--- config.mk ---
export PLATFORM = sky130hd
export DESIGN_NAME = sgpio_tx
export DESIGN_NICKNAME = d
export VERILOG_FILES = /design/src/rtl/sgpio_tx.sv
export SDC_FILE = /design/constraint.sdc
export NUM_CORES = 1
export LEC_CHECK = 0
export ABC_AREA = 1
export ABC_CLOCK_PERIOD_IN_PS = 2800
export CAP_MARGIN = 20
export CORE_ASPECT_RATIO = 1.1
export CORE_UTILIZATION = 55
export DETAILED_ROUTE_END_ITERATION = 6
export HOLD_SLACK_MARGIN = 0.15
export PLACE_DENSITY = 0.85
export SLEW_MARGIN = 20
export SYNTH_ARGS = -nofsm -noshare
export SYNTH_HDL_FRONTEND = slang
export SYNTH_SLANG_ARGS = --single-unit
export TNS_END_PERCENT = 1
--- constraint.sdc ---
create_clock -name SYSCLK -period 2.8 [get_ports SYSCLK]
set_clock_uncertainty 0.2 [all_clocks]
set_input_delay 0.28 -clock SYSCLK [delete_from_list [all_inputs] [get_ports SYSCLK]]
set_output_delay 0.28 -clock SYSCLK [all_outputs]
set_load 0.05 [all_outputs]
--- src/rtl/sgpio_tx.sv ---
// SGPIO initiator: serializes per-drive ACT/LOC/FLT LED requests onto SCLK/SLOAD/SDOUT frames.
// Latency: first SCLK rise 1 SYSCLK after ENABLE seen in IDLE; frame = (1+3*HDD_NUM+GAP_CYCLES)*2*CLK_DIV cycles.
// Backpressure: none; the target samples on SCLK falling edges and the frame rate is fixed by CLK_DIV.
//
// Ports:
//   SYSCLK, RESET (sync, active-high), ENABLE (level, run frames continuously)
//   ACT_LED/LOC_LED/FLT_LED [HDD_NUM-1:0] : per-drive requests, snapshotted at frame start
//   SCLK/SLOAD/SDOUT : SGPIO serial interface, SCLK idles low
//   BUSY : high whenever the FSM is outside IDLE
//   FRAME_DONE : one-cycle pulse on the rising-edge slot after the last data bit
module sgpio_tx #(
  parameter int HDD_NUM    = 8,
  parameter int CLK_DIV    = 50,
  parameter int GAP_CYCLES = 0
) (
  input  logic               SYSCLK,
  input  logic               RESET,
  input  logic               ENABLE,
  input  logic [HDD_NUM-1:0] ACT_LED,
  input  logic [HDD_NUM-1:0] LOC_LED,
  input  logic [HDD_NUM-1:0] FLT_LED,
  output logic               SCLK,
  output logic               SLOAD,
  output logic               SDOUT,
  output logic               BUSY,
  output logic               FRAME_DONE
);

  localparam int               DIV_W    = (CLK_DIV > 1) ? $clog2(CLK_DIV) : 1;
  localparam logic [DIV_W-1:0] DIV_LAST = DIV_W'(CLK_DIV - 1);
  localparam logic [6:0]       DRV_LAST = 7'(HDD_NUM - 1);
  // Only meaningful when GAP_CYCLES > 0; the GAP state is unreachable otherwise.
  localparam logic [7:0]       GAP_LAST = 8'(GAP_CYCLES - 1);

  typedef enum logic [1:0] {
    S_IDLE,
    S_LOAD,
    S_DATA,
    S_GAP
  } state_t;

  state_t             state_q, state_d;
  logic [DIV_W-1:0]   div_q, div_d;
  logic               sclk_q, sclk_d;
  logic               sload_q, sload_d;
  logic               sdout_q, sdout_d;
  logic               busy_q, busy_d;
  logic               frame_done_q, frame_done_d;
  logic [6:0]         drive_q, drive_d;
  logic [1:0]         sub_q, sub_d;
  logic [7:0]         gap_q, gap_d;
  logic [HDD_NUM-1:0] act_snap_q, act_snap_d;
  logic [HDD_NUM-1:0] loc_snap_q, loc_snap_d;
  logic [HDD_NUM-1:0] flt_snap_q, flt_snap_d;

  logic       tick;
  logic       rise;
  logic       start_frame;
  logic       go_idle;
  logic [6:0] nxt_drive;
  logic [1:0] nxt_sub;
  logic       nxt_bit;

  always_comb begin
    state_d      = state_q;
    div_d        = div_q;
    sclk_d       = sclk_q;
    sload_d      = sload_q;
    sdout_d      = sdout_q;
    busy_d       = busy_q;
    frame_done_d = 1'b0;
    drive_d      = drive_q;
    sub_d        = sub_q;
    gap_d        = gap_q;
    act_snap_d   = act_snap_q;
    loc_snap_d   = loc_snap_q;
    flt_snap_d   = flt_snap_q;
    start_frame  = 1'b0;
    go_idle      = 1'b0;

    // Rising-edge slot: the SYSCLK edge on which SCLK goes 0->1. SLOAD/SDOUT
    // only change here so they are stable across the target's falling edge.
    tick = (div_q == DIV_LAST);
    rise = tick & ~sclk_q;

    // Bit index following the one currently on SDOUT.
    if (sub_q == 2'd2) begin
      nxt_sub   = 2'd0;
      nxt_drive = drive_q + 7'd1;
    end else begin
      nxt_sub   = sub_q + 2'd1;
      nxt_drive = drive_q;
    end

    nxt_bit = 1'b0;
    for (int i = 0; i < HDD_NUM; i++) begin
      if (nxt_drive == 7'(i)) begin
        case (nxt_sub)
          2'd0:    nxt_bit = act_snap_q[i];
          2'd1:    nxt_bit = loc_snap_q[i];
          default: nxt_bit = flt_snap_q[i];
        endcase
      end
    end

    case (state_q)
      S_IDLE: begin
        div_d  = '0;
        sclk_d = 1'b0;
        if (ENABLE) start_frame = 1'b1;
      end
      default: begin
        div_d = tick ? '0 : div_q + DIV_W'(1);
        if (tick) sclk_d = ~sclk_q;
        if (rise) begin
          case (state_q)
            S_LOAD: begin
              state_d = S_DATA;
              sload_d = 1'b0;
              sdout_d = act_snap_q[0];
              drive_d = 7'd0;
              sub_d   = 2'd0;
            end
            S_DATA: begin
              if (drive_q == DRV_LAST && sub_q == 2'd2) begin
                frame_done_d = 1'b1;
                if (GAP_CYCLES > 0) begin
                  state_d = S_GAP;
                  gap_d   = 8'd0;
                  sload_d = 1'b0;
                  sdout_d = 1'b0;
                end else if (ENABLE) begin
                  start_frame = 1'b1;
                end else begin
                  go_idle = 1'b1;
                end
              end else begin
                drive_d = nxt_drive;
                sub_d   = nxt_sub;
                sdout_d = nxt_bit;
              end
            end
            S_GAP: begin
              if (gap_q == GAP_LAST) begin
                if (ENABLE) start_frame = 1'b1;
                else        go_idle     = 1'b1;
              end else begin
                gap_d = gap_q + 8'd1;
              end
            end
            default: ;
          endcase
        end
      end
    endcase

    if (start_frame) begin
      state_d    = S_LOAD;
      act_snap_d = ACT_LED;
      loc_snap_d = LOC_LED;
      flt_snap_d = FLT_LED;
      div_d      = '0;
      sclk_d     = 1'b1;
      sload_d    = 1'b1;
      sdout_d    = 1'b0;
      busy_d     = 1'b1;
      drive_d    = 7'd0;
      sub_d      = 2'd0;
      gap_d      = 8'd0;
    end

    // Leaving on a rising-edge slot: suppress the SCLK rise so it parks low.
    if (go_idle) begin
      state_d = S_IDLE;
      div_d   = '0;
      sclk_d  = 1'b0;
      sload_d = 1'b0;
      sdout_d = 1'b0;
      busy_d  = 1'b0;
    end
  end

  always_ff @(posedge SYSCLK) begin
    if (RESET) begin
      state_q      <= S_IDLE;
      div_q        <= '0;
      sclk_q       <= 1'b0;
      sload_q      <= 1'b0;
      sdout_q      <= 1'b0;
      busy_q       <= 1'b0;
      frame_done_q <= 1'b0;
      drive_q      <= 7'd0;
      sub_q        <= 2'd0;
      gap_q        <= 8'd0;
      act_snap_q   <= '0;
      loc_snap_q   <= '0;
      flt_snap_q   <= '0;
    end else begin
      state_q      <= state_d;
      div_q        <= div_d;
      sclk_q       <= sclk_d;
      sload_q      <= sload_d;
      sdout_q      <= sdout_d;
      busy_q       <= busy_d;
      frame_done_q <= frame_done_d;
      drive_q      <= drive_d;
      sub_q        <= sub_d;
      gap_q        <= gap_d;
      act_snap_q   <= act_snap_d;
      loc_snap_q   <= loc_snap_d;
      flt_snap_q   <= flt_snap_d;
    end
  end

  assign SCLK       = sclk_q;
  assign SLOAD      = sload_q;
  assign SDOUT      = sdout_q;
  assign BUSY       = busy_q;
  assign FRAME_DONE = frame_done_q;

endmodule

After elaboration in Yosys (flattened, before gate mapping)
Cells that the tools add are included.
W data, S select, Z words.
{ "word_totals": {"ff_bits": 54, "in_bits": 27, "elab_cells": 106} }
{ "op_classes": {"add_sub_neg": 4, "n_eq_ne": 17, "muxes": 48, "bitwise_logic": 6, "n_reduce_logical": 17} }
{ "op_table": {"columns": ["op", "n"], "rows": [
  ["$eq A7 B3 Y1 const B", 5],
  ["$mux W1", 31],
  ["$pmux W1 S2", 11],
  ["$eq A7 B2 Y1 const B", 2],
  ["$mux W7", 2],
  ["$pmux W7 S2", 1],
  ["$add A8 B1 Y8 const B", 1],
  ["$eq A8 B8 Y1 const B", 1],
  ["$reduce_and A4 Y1", 2],
  ["$add A7 B1 Y7 const B", 1],
  ["$eq A7 B1 Y1 const B", 1],
  ["$logic_not A7 Y1", 1],
  ["$add A6 B1 Y6 const B", 1],
  ["$eq A2 B2 Y1 const B", 3],
  ["$eq A6 B6 Y1 const B", 1],
  ["$reduce_and A3 Y1", 2],
  ["$reduce_bool A2 Y1", 3],
  ["$not A1 Y1", 5],
  ["$reduce_or A5 Y1", 1],
  ["$eq A2 B1 Y1 const B", 2],
  ["$logic_not A2 Y1", 2],
  ["$mux W2", 2],
  ["$ne A2 B2 Y1 const B", 2],
  ["$pmux W2 S2", 1],
  ["other kinds (7)", 8]
]} }

Logic depth before layout (Yosys ltp)
Gate-level depths: netlist of the first run.
{ "logic_depth": {"word_depth": 14, "ltp_mapped": 15} }

Least setup slack after synthesis of the first run
OpenSTA, ideal clock, no wires.
{ "synth_path": {"path_type": "reg2reg", "from": "register, netlist name SLOAD", "to": "register gap_q[5]", "arrival_ns": 1.778, "required_ns": 2.534, "slack_ns": 0.756, "stages_incl_launch_ff": 10, "cell_sequence": "dfxtp_1 > nand2_1 > inv_1 > nand2_1 > nor3_4 > nand3b_4 > nor2_4 > inv_2 > or2_0 > a21oi_2"} }
{ "synth_lines": {"columns": ["element", "line", "source"], "rows": [
  ["end signal, assigned", "208", "gap_q <= gap_d;"],
  ["end, declared", "51", "logic [7:0] gap_q, gap_d;"]
]} }

Worst setup path after layout of the first run
{ "layout_path": {"from": "register sub_q[0]", "to": "register drive_q[2]"} }
{ "layout_between": {"elab_chain_len": 7, "elab_cells_between_ends": 12, "classes_between": "2 x eq/ne; 7 x mux; 3 x reduce/logical"} }
{ "layout_rtl": {"columns": ["element", "line", "source"], "rows": [
  ["start, declared", "50", "logic [1:0] sub_q, sub_d;"],
  ["start signal, assigned", "207", "sub_q <= sub_d;"],
  ["$eq A2 B2 Y1 *", "87, 125", null],
  ["$logic_and A1 B1 Y1", "125", "if (drive_q == DRV_LAST && sub_q == 2'd2) begin"],
  ["$mux W1", "125", null],
  ["$pmux W1 S2", "116", "case (state_q)"],
  ["$mux W1", "115", "if (rise) begin"],
  ["$mux W1", "106", "case (state_q)"],
  ["$reduce_or A2 Y1 (no line)", null, null],
  ["end signal, assigned", "206", "drive_q <= drive_d;"],
  ["end, declared", "49", "logic [6:0] drive_q, drive_d;"]
]} }
Every way passes the cells marked *; elsewhere a longest branch is shown, timed or not. The select of a mux whose other input is x is not followed.
A chain may end at the register's enable or synchronous reset.

==> results of run 1 <==
## registers in the layout, summed over array words and instances (netlist names)
signal / flops
SLOAD: 1
SDOUT: 1
flt_snap_q: 8
FRAME_DONE: 1
state_q: 1
loc_snap_q: 8
div_q: 6
gap_q: 8
BUSY: 1
act_snap_q: 8
sub_q: 2
SCLK: 1
drive_q: 7
## power by group through the flow
stage	Clock (mW)	Sequential [mW]	Combinational, mW
after global placement	0	0.823	0.156
after CTS	0.504	0.807	0.160
final	0.493	0.806	0.159
after detailed placement	0	0.824	0.159
after floorplan	0	0.834	0.0887
after global routing	0.538	0.810	0.180
## metal layers
layer  share of wire  vias to the layer above  track usage  wire length, µm
li1                -                     1228            -                -
met1            0.43                     1032        0.277             2250
met2            0.51                       51        0.408             2670
met3           0.041                        7       0.0575              214
met4           0.011                        0       0.0851               55
met5               0                        -            0                0
## final timing paths
| check | start | to | depth (start not counted) |
|---|---|---|---|
| worst max-delay path | sub_q[0] | drive_q[2] | 12 |
| worst min-delay path | flt_snap_q[3] | flt_snap_q[3] | 2 |
| worst max register to register | sub_q[0] | drive_q[2] | 12 |
| worst min register to register | flt_snap_q[3] | flt_snap_q[3] | 2 |
## layout make-up
class	instances	area, µm²	area share
clock buffers	5	68.8	0.0229
clock inverters	2	35.0	0.0117
inverters	42	160	0.0533
multi-input cells	263	1290	0.430
flip-flops and latches	53	1060	0.353
well taps	54	67.6	0.0225
repair buffers	32	318	0.106
## through the flow
stage,hold WS [ps],utilization
5_1_grt,291,0.686
6_report,265,0.686
3_5_place_dp,254,0.662
2_1_floorplan,159,-
3_3_place_gp,241,0.662
4_1_cts,267,0.686
## cells in the mapped netlist (all sizes together)
cell type and number:
clkbuf 3, a22oi 1, o21ai 39, nor3 4, xnor2 4, xor2 7, nor2 70, a21boi 1
nand3 20, buf 6, or2 3, a31oi 1, nand2 77, inv 42, a21oi 24, nand4 5
dfxtp 53, ha 4, o22ai 1, nand3b 2
## critical path, cell delays in order, from the launching register on
cell and delay (ps):
dfxtp_1 450, inv_1 160, nand4_1 150, inv_1 90, nand2_1 100, inv_1 70
o21ai_0 140, inv_1 70, nand2_1 100, nand2_4 120, inv_4 280, nand2_4 200
a21oi_1 170
## logic make-up after synthesis
logic type,after synthesis,synth area share
DFF,53,0.413
adders and majority gates,4,0.0195
buffers and inverters,51,0.0829
and+or+nand+nor,181,0.310
xor gates and xnor gates,11,0.0375
AOI/OAI and AO/OA,67,0.137
==> results.ini, run 1 <==
[final_layout]
postLayoutCellArea_mm2=0.00300
layout.nets=428
num_antenna_cells=0
drive_gt1_frac=0.0579
nFillCells=378
layout_commonest_cell=nand2_1
final_cell_mix=nand2_1 (75), nor2_1 (66), dfxtp_1 (53)
area_growth_pct=17.0
stdcell_count=451

[global_routing]
grt_pass1_vias=2129
grt_remaining_overflow=0
grt_pass1_wl_um=8870
antenna_found_initial=0
grt_max_degree=37
grt.total_usage=0.235

[detailed_routing]
drc=0
avgRoutedWirePerCell_um=11.5
dr.first_iter.drc_count=144
via_count=2318
dr.pass1.iters=4
ant_nets=0
vias_per_cell=5.14
drt-total-wl_um=5190

[synthesis]
synth.area.top_cells=dfxtp_1 (41%), nand2_1 (11%), nor2_1 (9.7%)
post-synth-top-area-fraction=0.413
syn_inst=367
ys_warn_count=0
synth-seq-cells=53
syn_nets=398
synth.largest_area_cell=dfxtp_1
ys_seq_area_frac=0.413
syn_area_per_cell_um2=6.99
syn_area_mm2=0.00257
synth_cell_types=33

[critical_path]
reg2reg_slack_ps=420
worst_setup_path_start_kind=flop
arrival_ps=2400
critPathCaptureType=flop
cp.required_ps=2830
critical_path.max_fanout=36
worstSetupPathType=reg -> reg

[power]
pwr-share-clk=0.338
power_density_mw_per_mm2=485
p_comb_frac=0.109
p_sw_frac=0.233
power.switching_mw=0.340
leakage_nw=1.26
p_int_mw=1.12
power_mw=1.46
peakVddDrop_v=0.000315
pwr-share-seq=0.553

[sta]
min_period_over_period=0.848
min_period_ps=2380
fin_ws_ps=424
maxSlewViolCount=0
tns_ps=0
tightest_slew_ps=630
rsz0062_at_grt=no
max_freq_ghz=0.421
hold_viol_final=0
setup_viol=0
max-slew-margin-rel=0.579

[clocking]
clock_latency_ps=300
clkTransAtPathRegs_ps=90
clockBufferDepth=2
cts_sinks=53
cts_tree=yes
cts_inserted_buffers=5
hold_buffers=0
ctsResizeCount=0
cts-htree-levels=2
cts_setup_buffers=0
cts-root-buf=clkbuf_8

[placed_design]
dpl-instance-area_mm2=0.00290
place.gp.congestion=0.884
dpl_worst_slack_ps=461
portBuffers=31
placed_cells=444
dp_hpwl_um=3890

[floorplanning]
start_util=0.586
num_rows=25
io_pins=32
die_width_um=67.1
die_h_um=73.6
core_area_mm2=0.00438
dieArea_mm2=0.00494

[hold_path]
min_path_type=reg -> reg

[job]
maxCapViolations=0

[run_status]
status=finished clean

(Power assumes the default switching activity.)
==> inputs of run 2 (changes only) <==
ABC_CLOCK_PERIOD_IN_PS = 1900   (was 2800)
CORE_UTILIZATION = 50   (was 55)
PLACE_DENSITY = 0.82   (was 0.85)
clock period = 1.9 ns   (was 2.8 ns; I/O delays follow)
==> run 2 against run 1 <==
Against the previous run:
- the run now ends with setup timing left
- register-to-register slack got worse by 630 ps
- worst hold slack lost 17 ps
- sequential share of layout area fell by 5.3 points
- via count is 14% higher
- cell area increased by 19%
- routed wire length increased by 30%
- combinational power grew 100%
- worst setup slack got worse by 630 ps
==> results.ini, run 2 (synthesis results as in run 1) <==
[run_status]
status=finished with violations  ; was finished clean
violations=setup timing

[placed_design]
dpl_worst_slack_ps=-175  ; was 461 ps
portBuffers=31  ; unchanged
placed_cells=486  ; was 444
dp_hpwl_um=4360  ; was 3890 µm
place.gp.congestion=0.892  ; was 0.884
dpl-instance-area_mm2=0.00322  ; was 0.00290 mm²

[detailed_routing]
dr.pass1.iters=5  ; was 4
drc=0  ; unchanged
avgRoutedWirePerCell_um=13.5  ; was 11.5 µm
ant_nets=0  ; unchanged
dr.first_iter.drc_count=146  ; was 144
via_count=2650  ; was 2,318
drt-total-wl_um=6760  ; was 5190 µm
vias_per_cell=5.30  ; was 5.14

[floorplanning]
dieArea_mm2=0.00542  ; was 0.00494 mm²
die_h_um=77.1  ; was 73.6 µm
num_rows=26  ; was 25
die_width_um=70.3  ; was 67.1 µm
io_pins=32  ; unchanged
core_area_mm2=0.00478  ; was 0.00438 mm²
start_util=0.537  ; was 0.586

[sta]
tns_ps=-6590  ; was 0 ps
max-slew-margin-rel=0.657  ; was 0.579
rsz0062_at_grt=yes  ; was no
max_freq_ghz=0.475  ; was 0.421 GHz
fin_ws_ps=-204  ; was 424 ps
min_period_over_period=1.11  ; was 0.848
maxSlewViolCount=0  ; unchanged
min_period_ps=2100  ; was 2380 ps
tightest_slew_ps=512  ; was 630 ps
setup_viol=45  ; was 0
hold_viol_final=0  ; unchanged

[critical_path]
reg2reg_from=div_q[2]  ; was sub_q[0]
critPathCaptureType=flop  ; unchanged
worst_setup_path_start_kind=flop  ; unchanged
cp_slowest_stage_delay_ps=330  ; was 450 ps
arrival_ps=2120  ; was 2400 ps
critical_path.max_fanout=8  ; was 36
cp.required_ps=1920  ; was 2830 ps
critPathSlowestCell=dfxtp_2  ; was dfxtp_1
cp-startpoint=div_q[2]  ; was sub_q[0]
worstSetupPathType=reg -> reg  ; unchanged
cp_common_cell=nor2_2  ; was inv_1
crit_chain=or2_1 -> nor2_2 -> nand3_2 -> nor2_4 -> nand2_2 -> nor2_2 -> nand2_2 -> nand2_4 -> clkinv_8 -> buf_6 -> nor2_2 -> nor2_1  ; was inv_1 -> nand4_1 -> inv_1 -> nand2_1 -> inv_1 -> o21ai_0 -> inv_1 -> nand2_1 -> nand2_4 -> inv_4 -> nand2_4 -> a21oi_1

[power]
leakage_nw=1.55  ; was 1.26 nW
power_density_mw_per_mm2=630  ; was 485 mW/mm²
power_mw=2.24  ; was 1.46 mW
peakVddDrop_v=0.000555  ; was 0.000315 V

[hold_path]
min_from=LOC_LED[7]  ; was flt_snap_q[3]
min_path_type=in -> reg  ; was reg -> reg

[global_routing]
antenna_found_initial=0  ; unchanged
grt_most_used_layer=met2  ; unchanged
met2_usage=0.441  ; was 0.408
grt_remaining_overflow=0  ; unchanged
use_met1=0.270  ; was 0.277
grt_pass1_vias=2484  ; was 2,129
grt_pass1_wl_um=10600  ; was 8870 µm
grt.total_usage=0.243  ; was 0.235
grt_max_degree=32  ; was 37
met3_usage=0.0460  ; was 0.0575

[final_layout]
regArea_mm2=0.00107  ; was 0.00106 mm²
num_antenna_cells=0  ; unchanged
final_cell_mix=nand2_1 (67), nor2_1 (53), dfxtp_1 (46)  ; was nand2_1 (75), nor2_1 (66), dfxtp_1 (53)
layout_commonest_cell=nand2_1  ; unchanged
multi_input_area_mm2=0.00144  ; was 0.00129 mm²
postLayoutCellArea_mm2=0.00356  ; was 0.00300 mm²
nFillCells=357  ; was 378
drive_gt1_frac=0.245  ; was 0.0579
layout.nets=474  ; was 428
stdcell_count=500  ; was 451
area_growth_pct=38.8  ; was 17.0%

[clocking]
clkTransAtPathRegs_ps=100  ; was 90 ps
cts_sinks=53  ; unchanged
cts_tree=yes  ; unchanged
cts_inserted_buffers=5  ; unchanged
clockBufferDepth=2  ; unchanged
cts-root-buf=clkbuf_8  ; unchanged
cts-htree-levels=2  ; unchanged
clock_latency_ps=320  ; was 300 ps

[job]
maxCapViolations=0  ; unchanged

==> run 2: final cells by class <==
class	count	share of cell area
flip-flops and latches	53	0.300
clock inverters	1	0.00246
repair buffers	75	0.190
multi-input cells	263	0.405
inverters	42	0.0478
well taps	56	0.0197
repair inverters	3	0.00773
clock buffers	7	0.0271
==> run 2: what timing repair did <==
action,in CTS,in global routing
gates resized for setup,21,49
hold buffers,0,0
buffers inserted,0,4
pin swaps,2,14
endpoints found under the setup margin,52,53
gates cloned,1,2
==> run 2: metal layers <==
| layer | wire length (µm) | vias up |
|---|---|---|
| met2 | 3540 | 94 |
| met5 | 0 | - |
| met1 | 2650 | 1209 |
| li1 | - | 1326 |
| met3 | 355 | 21 |
| met4 | 210 | 0 |
==> run 2: through the flow <==
step           hold WS (ps)   util
2_1_floorplan          68.9      -
3_3_place_gp            236  0.673
3_5_place_dp            246  0.673
4_1_cts                 250  0.708
5_1_grt                 269  0.745
6_report                248  0.745
==> run 2: path summary, 6_finish.rpt <==
check / depth (start not counted) / endpoint / slack [ps]
setup reg to reg: 12 / loc_snap_q[4] / -200
setup / recovery: 12 / loc_snap_q[4] / -200
hold reg to reg: 2 / flt_snap_q[7] / 260
hold / removal: 3 / loc_snap_q[7] / 250
==> run 2: critical path, delay by kind of cell (launching register included) <==
family	cells	cell delay [ps]
DFF	1	330
and+or+nand+nor	10	1220
buffers and inverters	2	250
==> run 2: report_power, final <==
group | total, mW | internal (mW) | leakage [nW] | switching (mW)
sequential | 1.19 | 1.16 | 0.437 | 0.0266
clock | 0.733 | 0.337 | 0.0549 | 0.396
combinational | 0.320 | 0.142 | 1.06 | 0.178
total | 2.24 | 1.64 | 1.55 | 0.601
